`config.mk`:
```
export PLATFORM = sky130hd
export DESIGN_NAME = bin2bcd_seq
export DESIGN_NICKNAME = d
export VERILOG_FILES = /design/src/rtl/bin2bcd_seq.sv
export SDC_FILE = /design/constraint.sdc
export NUM_CORES = 1
export LEC_CHECK = 0
export ABC_AREA = 0
export CAP_MARGIN = 20
export CORE_UTILIZATION = 58
export DETAILED_ROUTE_END_ITERATION = 8
export GPL_ROUTABILITY_DRIVEN = 1
export PLACE_DENSITY_LB_ADDON = 0.05
export SYNTH_ARGS = -nofsm -noshare
export SYNTH_HDL_FRONTEND = slang
export SYNTH_SLANG_ARGS = --single-unit
```
`constraint.sdc`:
```
create_clock -name clk -period 3.2 [get_ports clk]
set_input_delay 0.64 -clock clk [delete_from_list [all_inputs] [get_ports clk]]
set_output_delay 0.64 -clock clk [all_outputs]
set_load 0.005 [all_outputs]
```
`src/rtl/bin2bcd_seq.sv`:
```
// Sequential binary-to-BCD converter (double dabble), one bit per cycle.
// Latency: out_valid rises WIDTH clk edges after the edge that accepts bin.
// Backpressure: result held in DONE until out_ready; in_ready only in IDLE.
// Optional macro BIN2BCD_SEVSEG_EN adds a registered active-low 7-segment port.
module bin2bcd_seq #(
  parameter int WIDTH  = 12,
  parameter int DIGITS = 4
) (
  input  logic                  clk,
  input  logic                  rst_n,
  input  logic                  in_valid,
  output logic                  in_ready,
  input  logic [WIDTH-1:0]      bin,
  output logic                  out_valid,
  input  logic                  out_ready,
  output logic [4*DIGITS-1:0]   bcd
`ifdef BIN2BCD_SEVSEG_EN
  ,
  output logic [7*DIGITS-1:0]   seg
`endif
);

  localparam int CW = $clog2(WIDTH + 1);
  localparam int SW = 4 * DIGITS;

  function automatic logic [63:0] pow10(input int n);
    logic [63:0] p;
    p = 64'd1;
    for (int i = 0; i < n; i++) p = p * 64'd10;
    return p;
  endfunction

  localparam logic [63:0] MAX_BIN = (64'd1 << WIDTH) - 64'd1;

  // The digit count must cover the largest input value.
  generate
    if (pow10(DIGITS) <= MAX_BIN) begin : g_range_err
      $error("bin2bcd_seq: DIGITS too small for WIDTH");
    end
  endgenerate

  typedef enum logic [1:0] {IDLE, SHIFT, DONE} state_t;

  state_t          state;
  logic [SW-1:0]   scratch;
  logic [WIDTH-1:0] bin_shift;
  logic [CW-1:0]   cnt;

  logic [SW-1:0]       adj;
  logic [SW+WIDTH-1:0] cat_sh;
  logic [SW-1:0]       scratch_nxt;
  logic [WIDTH-1:0]    bin_nxt;

  // One double-dabble step: add 3 to digits >= 5, then shift scratch:bin left.
  always_comb begin
    adj = scratch;
    for (int d = 0; d < DIGITS; d++) begin
      if (scratch[4*d +: 4] >= 4'd5) adj[4*d +: 4] = scratch[4*d +: 4] + 4'd3;
    end
    cat_sh = {adj, bin_shift} << 1;
  end

  assign scratch_nxt = cat_sh[SW+WIDTH-1:WIDTH];
  assign bin_nxt     = cat_sh[WIDTH-1:0];

`ifdef BIN2BCD_SEVSEG_EN
  // Active-low segments ordered {g,f,e,d,c,b,a}; non-decimal codes blank.
  function automatic logic [6:0] seg7(input logic [3:0] d);
    case (d)
      4'd0:    seg7 = 7'b1000000;
      4'd1:    seg7 = 7'b1111001;
      4'd2:    seg7 = 7'b0100100;
      4'd3:    seg7 = 7'b0110000;
      4'd4:    seg7 = 7'b0011001;
      4'd5:    seg7 = 7'b0010010;
      4'd6:    seg7 = 7'b0000010;
      4'd7:    seg7 = 7'b1111000;
      4'd8:    seg7 = 7'b0000000;
      4'd9:    seg7 = 7'b0010000;
      default: seg7 = 7'b1111111;
    endcase
  endfunction

  logic [7*DIGITS-1:0] seg_nxt;

  // Decode the final scratch value so seg loads on the same edge as bcd.
  always_comb begin
    seg_nxt = '0;
    for (int d = 0; d < DIGITS; d++) seg_nxt[7*d +: 7] = seg7(scratch_nxt[4*d +: 4]);
  end
`else
  // Plain build: no segment decode, bcd is the only result port.
`endif

  // Control FSM with registered handshake outputs and result registers.
  always_ff @(posedge clk) begin
    if (!rst_n) begin
      state     <= IDLE;
      scratch   <= '0;
      bin_shift <= '0;
      cnt       <= '0;
      bcd       <= '0;
      out_valid <= 1'b0;
      in_ready  <= 1'b1;
`ifdef BIN2BCD_SEVSEG_EN
      seg       <= {DIGITS{7'b1000000}};
`endif
    end else begin
      case (state)
        IDLE: begin
          if (in_valid) begin
            bin_shift <= bin;
            scratch   <= '0;
            cnt       <= CW'(WIDTH);
            in_ready  <= 1'b0;
            state     <= SHIFT;
          end
        end
        SHIFT: begin
          scratch   <= scratch_nxt;
          bin_shift <= bin_nxt;
          cnt       <= cnt - CW'(1);
          if (cnt == CW'(1)) begin
            bcd       <= scratch_nxt;
`ifdef BIN2BCD_SEVSEG_EN
            seg       <= seg_nxt;
`endif
            out_valid <= 1'b1;
            state     <= DONE;
          end
        end
        DONE: begin
          if (out_ready) begin
            out_valid <= 1'b0;
            in_ready  <= 1'b1;
            state     <= IDLE;
          end
        end
        default: begin
          out_valid <= 1'b0;
          in_ready  <= 1'b1;
          state     <= IDLE;
        end
      endcase
    end
  end

endmodule

```
==> flow_summary.yaml, run 1 <==
run_status:
  status: "completed"
clock_tree:
  clk_latency_ns: 0.30
  tritoncts: "done"
  post_cts_resized: 0
  h-tree-depth: 2
  numCtsBuffers: 5
  root_buffer: "clkbuf_8"
  cts_sinks: 52
  clockBufferDepth: 2
  cts_hold_buf: 0
  post-cts-setup-buffers: 0
  clkTransAtPathRegs_ns: 0.09
route:
  initialDrtViolationCount: 133
  via_per_inst: 5.56
  routedWlPerCell_um: 13.3
  ant_nets: 0
  via_count: 2136
  drt_pre_antenna_iters: 4
  drc: 0
  routed_wirelength_um: 5130
placement:
  port_buffers: 33
  dpl.cell_count: 376
  postPlaceCellArea_sq_mm: 0.00281
  hpwl_um: 3680
  finalWeightedCongestion: 0.795
sta:
  min_period_over_period_pct: 66.0
  hold_viol_final: 0
  grt_setup_unrepaired: "false"
  max_slew_margin_pct: 51.3
  finalSetupViolCount: 0
  worst_pin_slew_ns: 0.731
  skew_ns: 0.00434
  setup_tns_ns: 0
  fmax_ghz: 0.474
  drv_slew: 0
  period_needed_ns: 2.11
worst_setup_path:
  worstPathRequired_ns: 3.42
  worstSetupPathType: "reg2reg"
  critical_path_arrival_ns: 2.33
  rrSetupSlack_ns: 1.09
  critPathCaptureType: "flip-flop"
  startpoint_type: "flip-flop"
  path_max_fanout: 22
finish:
  stdcell_area_sq_mm: 0.00290
  antennaDiodeCount: 0
  final_layout_size_suffix_gt1_share_pct: 6.29
  nNetsFinal: 359
  finalNonFillerCells: 384
  area_delta_synth_final_pct: 15.9
synthesis:
  syn_nets: 334
  synth_area_sq_mm: 0.00251
  synth_seq_area_share_pct: 41.5
  synth-seq-cells: 52
  yosys_warnings: 0
  syn_avg_cell_area_sq_um: 8.14
  synth_cells: 308
  yosys.cell_types.count: 34
floorplan:
  die_w_um: 67.7
  io_pins: 34
  start_util_pct: 61.3
  die_h_um: 67.7
  core.rowCount: 23
  dieArea_sq_mm: 0.00459
  core_sq_mm: 0.00409
pwr:
  p_sw_mw: 0.300
  intPower_mw: 0.918
  leakagePower_nw: 1.09
  swShare_pct: 24.6
  clkPwrFrac_pct: 31.1
  power_density_mw_per_mm2: 419
  power_frac_comb_pct: 11.9
  vdd_drop_max_mv: 0.291
  seqPwrFrac_pct: 57.0
global_routing:
  grt_pass1_vias: 1945
  track_usage_pct: 24.6
  antenna_found_initial: 0
  grt_max_degree: 25
  grt_pass1_wl_um: 8560
  grt.overflow.total: 0
run:
  drv_cap: 0
worst_hold_path:
  hold_class: "reg2reg"
cell families (layout without fill, tap and decap cells):
group	Yosys count	in the layout	share of synthesized area, %
flops	52	52	41.5
fa+ha+maj	10	10	4.99
mux	5	5	2.20
xor+xnor	4	4	1.40
compound gates	90	90	21.8
simple gates	114	114	21.1
buf+inv	33	59	6.99
worst max-delay path: stages, from the launching register on:
cell and delay, ns:
dfxtp_1 0.32, buf_4 0.24, nor2b_4 0.29, and2_1 0.64
nand2_2 0.30, o22ai_1 0.24
cell usage in the layout, fill, tap and decap left out, drive strengths merged, types with 4 or more instances in the layout:
master | Yosys | routed
a21boi | 5 | 5
a21oi | 31 | 31
and2 | 5 | 5
buf | 13 | 6
clkbuf | 8 | 8
clkdlybuf4s50 | 0 | 33
dfxtp | 52 | 52
ha | 10 | 10
inv | 12 | 12
mux2 | 4 | 4
nand2 | 31 | 31
nand2b | 5 | 5
nand3 | 6 | 6
nor2 | 48 | 48
nor2b | 6 | 6
nor3 | 5 | 5
nor3b | 8 | 8
o211a | 4 | 4
o21ai | 27 | 27
o221ai | 11 | 11
o22ai | 10 | 10
xnor2 | 4 | 4
per-layer routing:
metal	track usage, %	share of wire, %
met1	31.3	49
met2	42.0	48
met3	4.39	2.4
met4	7.45	1.1
met5	0	0
final timing paths:
path / from / to / cells after the start
hold / removal: scratch[13] / scratch[13] / 2
setup reg to reg: state[0] / bcd[9] / 5
setup / recovery: state[0] / bcd[9] / 5
hold reg to reg: scratch[13] / scratch[13] / 2
Yosys cell counts:
| cell type | instances | area share [%] |
|---|---|---|
| a21boi_0 | 5 | 1.5 |
| a21oi_1 | 30 | 6.0 |
| a21oi_2 | 1 | 0.35 |
| a22oi_1 | 1 | 0.30 |
| and2_1 | 4 | 1.0 |
| and2_4 | 1 | 0.35 |
| buf_1 | 1 | 0.15 |
| buf_2 | 4 | 0.80 |
| buf_4 | 4 | 1.2 |
| buf_6 | 4 | 1.8 |
| clkbuf_1 | 7 | 1.0 |
| clkbuf_2 | 1 | 0.20 |
| dfxtp_1 | 52 | 42 |
| ha_1 | 10 | 5.0 |
| inv_1 | 12 | 1.8 |
| mux2_2 | 4 | 1.8 |
| mux2i_1 | 1 | 0.40 |
| nand2_1 | 30 | 4.5 |
| nand2_2 | 1 | 0.25 |
| nand2b_1 | 5 | 1.2 |
| nand3_1 | 6 | 1.2 |
| nor2_1 | 48 | 7.2 |
| nor2b_1 | 5 | 1.2 |
| nor2b_4 | 1 | 0.55 |
| nor3_1 | 5 | 1.0 |
| nor3b_1 | 7 | 2.1 |
| nor3b_2 | 1 | 0.50 |
| o211a_1 | 4 | 1.6 |
| o21ai_0 | 25 | 5.0 |
| o21ai_1 | 2 | 0.40 |
| o21bai_1 | 1 | 0.30 |
| o221ai_1 | 11 | 3.8 |
| o22ai_1 | 10 | 2.5 |
| xnor2_1 | 4 | 1.4 |
through the flow:
step | setup slack [ns] | total power [mW] | hold WS, ns | util (%)
final | 1.09 | 1.22 | 0.467 | 71.1
after global routing | 0.930 | 1.27 | 0.494 | 71.1
after CTS | 1.07 | 1.23 | 0.469 | 71.1
after detailed placement | 1.10 | 0.855 | 0.448 | 68.9
after global placement | 1.12 | 0.850 | 0.440 | 68.9
after floorplan | 1.66 | 0.809 | 0.424 | -
registers in the layout, summed over array words and instances, names as in the netlist:
signal	flops
bcd	16
bin_shift	12
cnt	4
in_ready	1
out_valid	1
scratch	16
state	2
final cells by class:
type                    count  area, sq um
flip-flops and latches     52         1040
repair buffers             39          375
multi-input cells         223         1290
fillers                   350         1180
clock buffers               8         90.1
inverters                  12         45.0
well taps                  50         62.6
power by group through the flow:
stage	clock network, mW	registers (mW)	logic [mW]
finish	0.379	0.694	0.145
global route	0.406	0.698	0.165
CTS	0.386	0.694	0.146
detailed placement	0	0.709	0.146
global placement	0	0.708	0.142
floorplan	0	0.704	0.104
(Power assumes the default switching activity.)
==> inputs of run 2 (changes only) <==
- CORE_UTILIZATION: 58 -> 49
- clock period: 3.2 -> 1.92 ns (I/O delays scaled with it)
==> run 2 against run 1 <==
Via count increased by 0.47%; die area is 18% higher; global-route usage is 3.3 points lower; critical path type unchanged; register-to-register slack worse by 0.82 ns; clock skew grew 0.0023 ns; power rose by 66%; worst hold slack better by 0.0036 ns; cell count increased by 4.7%; combinational power is 74% higher; routed wire length increased by 2.4%.
==> flow_summary.yaml, run 2 (synthesis gave the netlist of run 1 again) <==
run_status:
  status: "completed"
pwr:
  clkPwrFrac_pct: 30.2
  seqPwrFrac_pct: 57.2
  power_density_mw_per_mm2: 683
  intPower_mw: 1.49
  power_mw: 2.02
  power_frac_comb_pct: 12.5
  p_sw_mw: 0.529
  vdd_drop_max_mv: 0.430
  swShare_pct: 26.2
  leakagePower_nw: 1.10
worst_setup_path:
  critical_path_arrival_ns: 1.89
  worstPathRequired_ns: 2.16
  crit_family: "simple AND/OR/NAND/NOR gates"
  worstSetupPathType: "reg2reg"
  max_stage_delay_ns: 0.38
  crit_chain: "inv_1 -> ha_1 -> nor3b_2 -> and2_1 -> nand2_2 -> o22ai_1"
  startpoint_type: "flip-flop"
  path_max_fanout: 8
  cp_slowest_cell: "and2_1"
  critPathCaptureType: "flip-flop"
  cp_num_buf_inv: 1
sta:
  setup_tns_ns: 0
  drv_slew: 0
  grt_setup_unrepaired: "false"
  hold_viol_final: 0
  worst_pin_slew_ns: 0.410
  max_slew_margin_pct: 72.6
  finalSetupViolCount: 0
  min_period_over_period_pct: 86.1
  period_needed_ns: 1.65
  fmax_ghz: 0.605
  skew_ns: 0.00660
global_routing:
  track_usage_pct: 21.3
  grt.overflow.total: 0
  grt_pass1_wl_um: 8930
  grt_max_degree: 45
  grt_pass1_vias: 1972
  antenna_found_initial: 0
route:
  drc: 0
  routedWlPerCell_um: 13.1
  drt_pre_antenna_iters: 4
  via_count: 2146
  ant_nets: 0
  via_per_inst: 5.34
  initialDrtViolationCount: 82
  routed_wirelength_um: 5250
finish:
  layout_common_cells: "dfxtp_1, nor2_1, clkdlybuf4s50_1"
  fill_cells: 442
  nNetsFinal: 361
  area_delta_synth_final_pct: 18.0
  utilization_pct: 61.4
  layout_commonest_cell: "dfxtp_1"
  register_area_sq_mm: 0.00104
  reg.largest.list: "bcd: 16 flops, scratch: 16 flops, bin_shift: 12 flops"
  multi_input_area_sq_mm: 0.00129
  final_layout_size_suffix_gt1_share_pct: 7.16
  antennaDiodeCount: 0
  stdcell_area_sq_mm: 0.00296
floorplan:
  core_sq_mm: 0.00482
  start_util_pct: 52.0
  die_h_um: 73.5
  dieArea_sq_mm: 0.00540
  io_pins: 34
  die_w_um: 73.5
  core.rowCount: 25
worst_hold_path:
  hold_class: "reg2reg"
clock_tree:
  clockBufferDepth: 2
  tritoncts: "done"
  clkTransAtPathRegs_ns: 0.10
  root_buffer: "clkbuf_8"
  post_cts_resized: 0
  cts_hold_buf: 0
  clk_latency_ns: 0.30
  h-tree-depth: 2
  post-cts-setup-buffers: 0
  cts_sinks: 52
  numCtsBuffers: 5
run:
  drv_cap: 0
placement:
  port_buffers: 33
  postPlaceCellArea_sq_mm: 0.00288
  finalWeightedCongestion: 0.725
  hpwl_um: 3570
## run 2: cell types whose count changed in the layout (fill, tap and decap cells not counted)
cell	before	now
clkbuf_1	2	0
clkbuf_8	6	5
buf_12	0	2
clkinv_2	0	1
clkinvlp_4	0	1
## run 2: stage by stage
step	hold slack, ns	setup slack [ns]	cells
2_1_floorplan	0.424	0.476	308
3_3_place_gp	0.437	0.236	395
3_5_place_dp	0.457	0.220	395
4_1_cts	0.474	0.237	402
5_1_grt	0.495	0.0885	402
6_report	0.471	0.267	402
## run 2: layer usage
layer	GRT usage (%)	share of wire [%]	vias to the layer above
li1	-	-	1105
met1	28.4	50	983
met2	35.5	45	51
met3	3.29	3.8	7
met4	6.41	1.4	0
met5	0	0	-
## run 2: cell type report
| cell class | count | share of cell area, % |
|---|---|---|
| multi-input combinational | 223 | 43.6 |
| clock buffer | 5 | 2.33 |
| clock inverter | 2 | 0.423 |
| sequential | 52 | 35.2 |
| timing repair buffer | 41 | 14.0 |
| tap | 67 | 2.84 |
| inverter | 12 | 1.52 |
## run 2: power by group through the flow
stage	combinational [mW]	clock [mW]	sequential, mW
after CTS	0.254	0.623	1.16
after detailed placement	0.253	0	1.18
final	0.253	0.611	1.16
after floorplan	0.174	0	1.17
after global routing	0.285	0.664	1.16
after global placement	0.249	0	1.18
## run 2: path summary, 6_finish.rpt
kind,from,endpoint,slack [ns],cells after the start
setup reg to reg,cnt[1],bcd[5],0.27,6
hold / removal,bcd[10],bcd[10],0.47,2
setup / recovery,cnt[1],bcd[5],0.27,6
hold reg to reg,bcd[10],bcd[10],0.47,2
## run 2: worst min-delay path: stages, from the launching register on
cell and delay (ns):
dfxtp_1 0.32, nand2_1 0.05, o22ai_1 0.06
==> inputs of run 3 (changes only) <==
==> constraint.sdc (replaced) <==
create_clock -name clk -period 1.92 [get_ports clk]
set_input_delay 0.576 -clock clk [delete_from_list [all_inputs] [get_ports clk]]
set_output_delay 0.576 -clock clk [all_outputs]
set_load 0.005 [all_outputs]
==> run 3 against run 2 <==
Worst hold slack got worse by 0.0022 ns; global-route usage rose by 0.23 points; register-to-register slack got worse by 0.06 ns; first-iteration DRC count rose by 55%; setup slack got worse by 0.11 ns; highest routed layer unchanged.
==> flow_summary.yaml, run 3 (synthesis gave the netlist of run 1 again) <==
run_status:
  status: "completed"
worst_hold_path:
  hold_class: "reg2reg"
clock_tree:
  clockBufferDepth: 2
  tritoncts: "done"
  numCtsBuffers: 5
  clk_latency_ns: 0.30
  cts_sinks: 52
  root_buffer: "clkbuf_8"
  post-cts-setup-buffers: 0
  clkTransAtPathRegs_ns: 0.09
  h-tree-depth: 2
  post_cts_resized: 0
  cts_hold_buf: 0
worst_setup_path:
  worstSetupPathType: "reg2out"
  critical_path_arrival_ns: 1.19
  path_max_fanout: 3
  worstPathRequired_ns: 1.34
  crit_chain: "clkdlybuf4s50_1"
  max_stage_delay_ns: 0.52
  critPathCaptureType: "output port"
  cp_slowest_cell: "clkdlybuf4s50_1"
  cp_num_buf_inv: 1
  crit_family: "buffers and inverters"
  startpoint_type: "flip-flop"
route:
  routed_wirelength_um: 5230
  wl_met3_um: 164
  top_layer: "met4"
  via_per_inst: 5.31
  ant_nets: 0
  drt_pre_antenna_iters: 4
  via_count: 2171
  drc: 0
  routed-wl-met2_um: 2340
  routedWlPerCell_um: 12.8
  initialDrtViolationCount: 127
  wl_met1_um: 2720
finish:
  area_delta_synth_final_pct: 19.0
  layout_common_cells: "dfxtp_1, nor2_1, clkdlybuf4s50_1"
  final_layout_size_suffix_gt1_share_pct: 9.06
  nNetsFinal: 367
  reg.largest.list: "bcd: 16 flops, scratch: 16 flops, bin_shift: 12 flops"
  antennaDiodeCount: 0
  layout_commonest_cell: "dfxtp_1"
sta:
  setup_tns_ns: 0
  max_slew_margin_pct: 71.9
  fin_hold_ws_ns: 0.469
  worst_pin_slew_ns: 0.422
  drv_slew: 0
  grt_setup_unrepaired: "false"
  finalSetupViolCount: 0
  fmax_ghz: 0.566
  period_needed_ns: 1.77
  skew_ns: 0.00735
  min_period_over_period_pct: 92.0
  hold_viol_final: 0
floorplan:
  start_util_pct: 52.0
  die_w_um: 73.5
  dieArea_sq_mm: 0.00540
  io_pins: 34
  core_sq_mm: 0.00482
  die_h_um: 73.5
  core.rowCount: 25
pwr:
  leakagePower_nw: 1.13
  power_mw: 2.02
  power_density_mw_per_mm2: 677
  vdd_drop_max_mv: 0.512
run:
  drv_cap: 0
global_routing:
  grt_max_degree: 23
  track_usage_pct: 21.5
  grt.overflow.total: 0
  grt_pass1_wl_um: 9130
  antenna_found_initial: 0
  grt_pass1_vias: 2016
placement:
  hpwl_um: 3760
  port_buffers: 33
  finalWeightedCongestion: 0.710
==> run 3: cell types whose count changed in the layout (fill, tap and decap cells not counted), sizes merged <==
cell	before	now
clkinv	1	3
clkinvlp	1	0
buf	8	14
==> run 3: metal layers <==
metal / track usage [%] / up-vias
met5: 0 / -
li1: - / 1120
met2: 33.4 / 31
met3: 4.53 / 2
met4: 3.85 / 0
met1: 31.0 / 1018
==> run 3: metrics by stage <==
| stage | util [%] | std cells | cell area (sq um) | setup WS (ns) |
|---|---|---|---|---|
| 2_1_floorplan | - | 308 | 2510 | 0.448 |
| 3_3_place_gp | 60.1 | 401 | 2900 | 0.0372 |
| 3_5_place_dp | 60.1 | 401 | 2900 | 0.0167 |
| 4_1_cts | 61.9 | 409 | 2980 | 0.134 |
| 5_1_grt | 61.9 | 409 | 2980 | 0.0844 |
| 6_report | 61.9 | 409 | 2980 | 0.153 |
==> run 3: where the power goes <==
| part | internal (mW) | switching (mW) | total, mW |
|---|---|---|---|
| sequential | 1.12 | 0.0357 | 1.16 |
| clock | 0.255 | 0.350 | 0.605 |
| combinational | 0.126 | 0.132 | 0.258 |
==> run 3: worst paths after layout <==
kind,from,to,slack (ns),cells past startpoint
setup / recovery,out_valid,out_valid,0.15,1
hold / removal,scratch[13],scratch[13],0.47,2
setup reg to reg,cnt[0],bcd[11],0.21,6
hold reg to reg,scratch[13],scratch[13],0.47,2
==> run 3: layout make-up <==
cell class	count	area (sq um)
fillers	465	1830
multi-input cells	223	1290
flip-flops and latches	52	1040
repair buffers	47	435
well taps	67	83.8
clock buffers	5	68.8
inverters	12	45.0
clock inverters	3	18.8
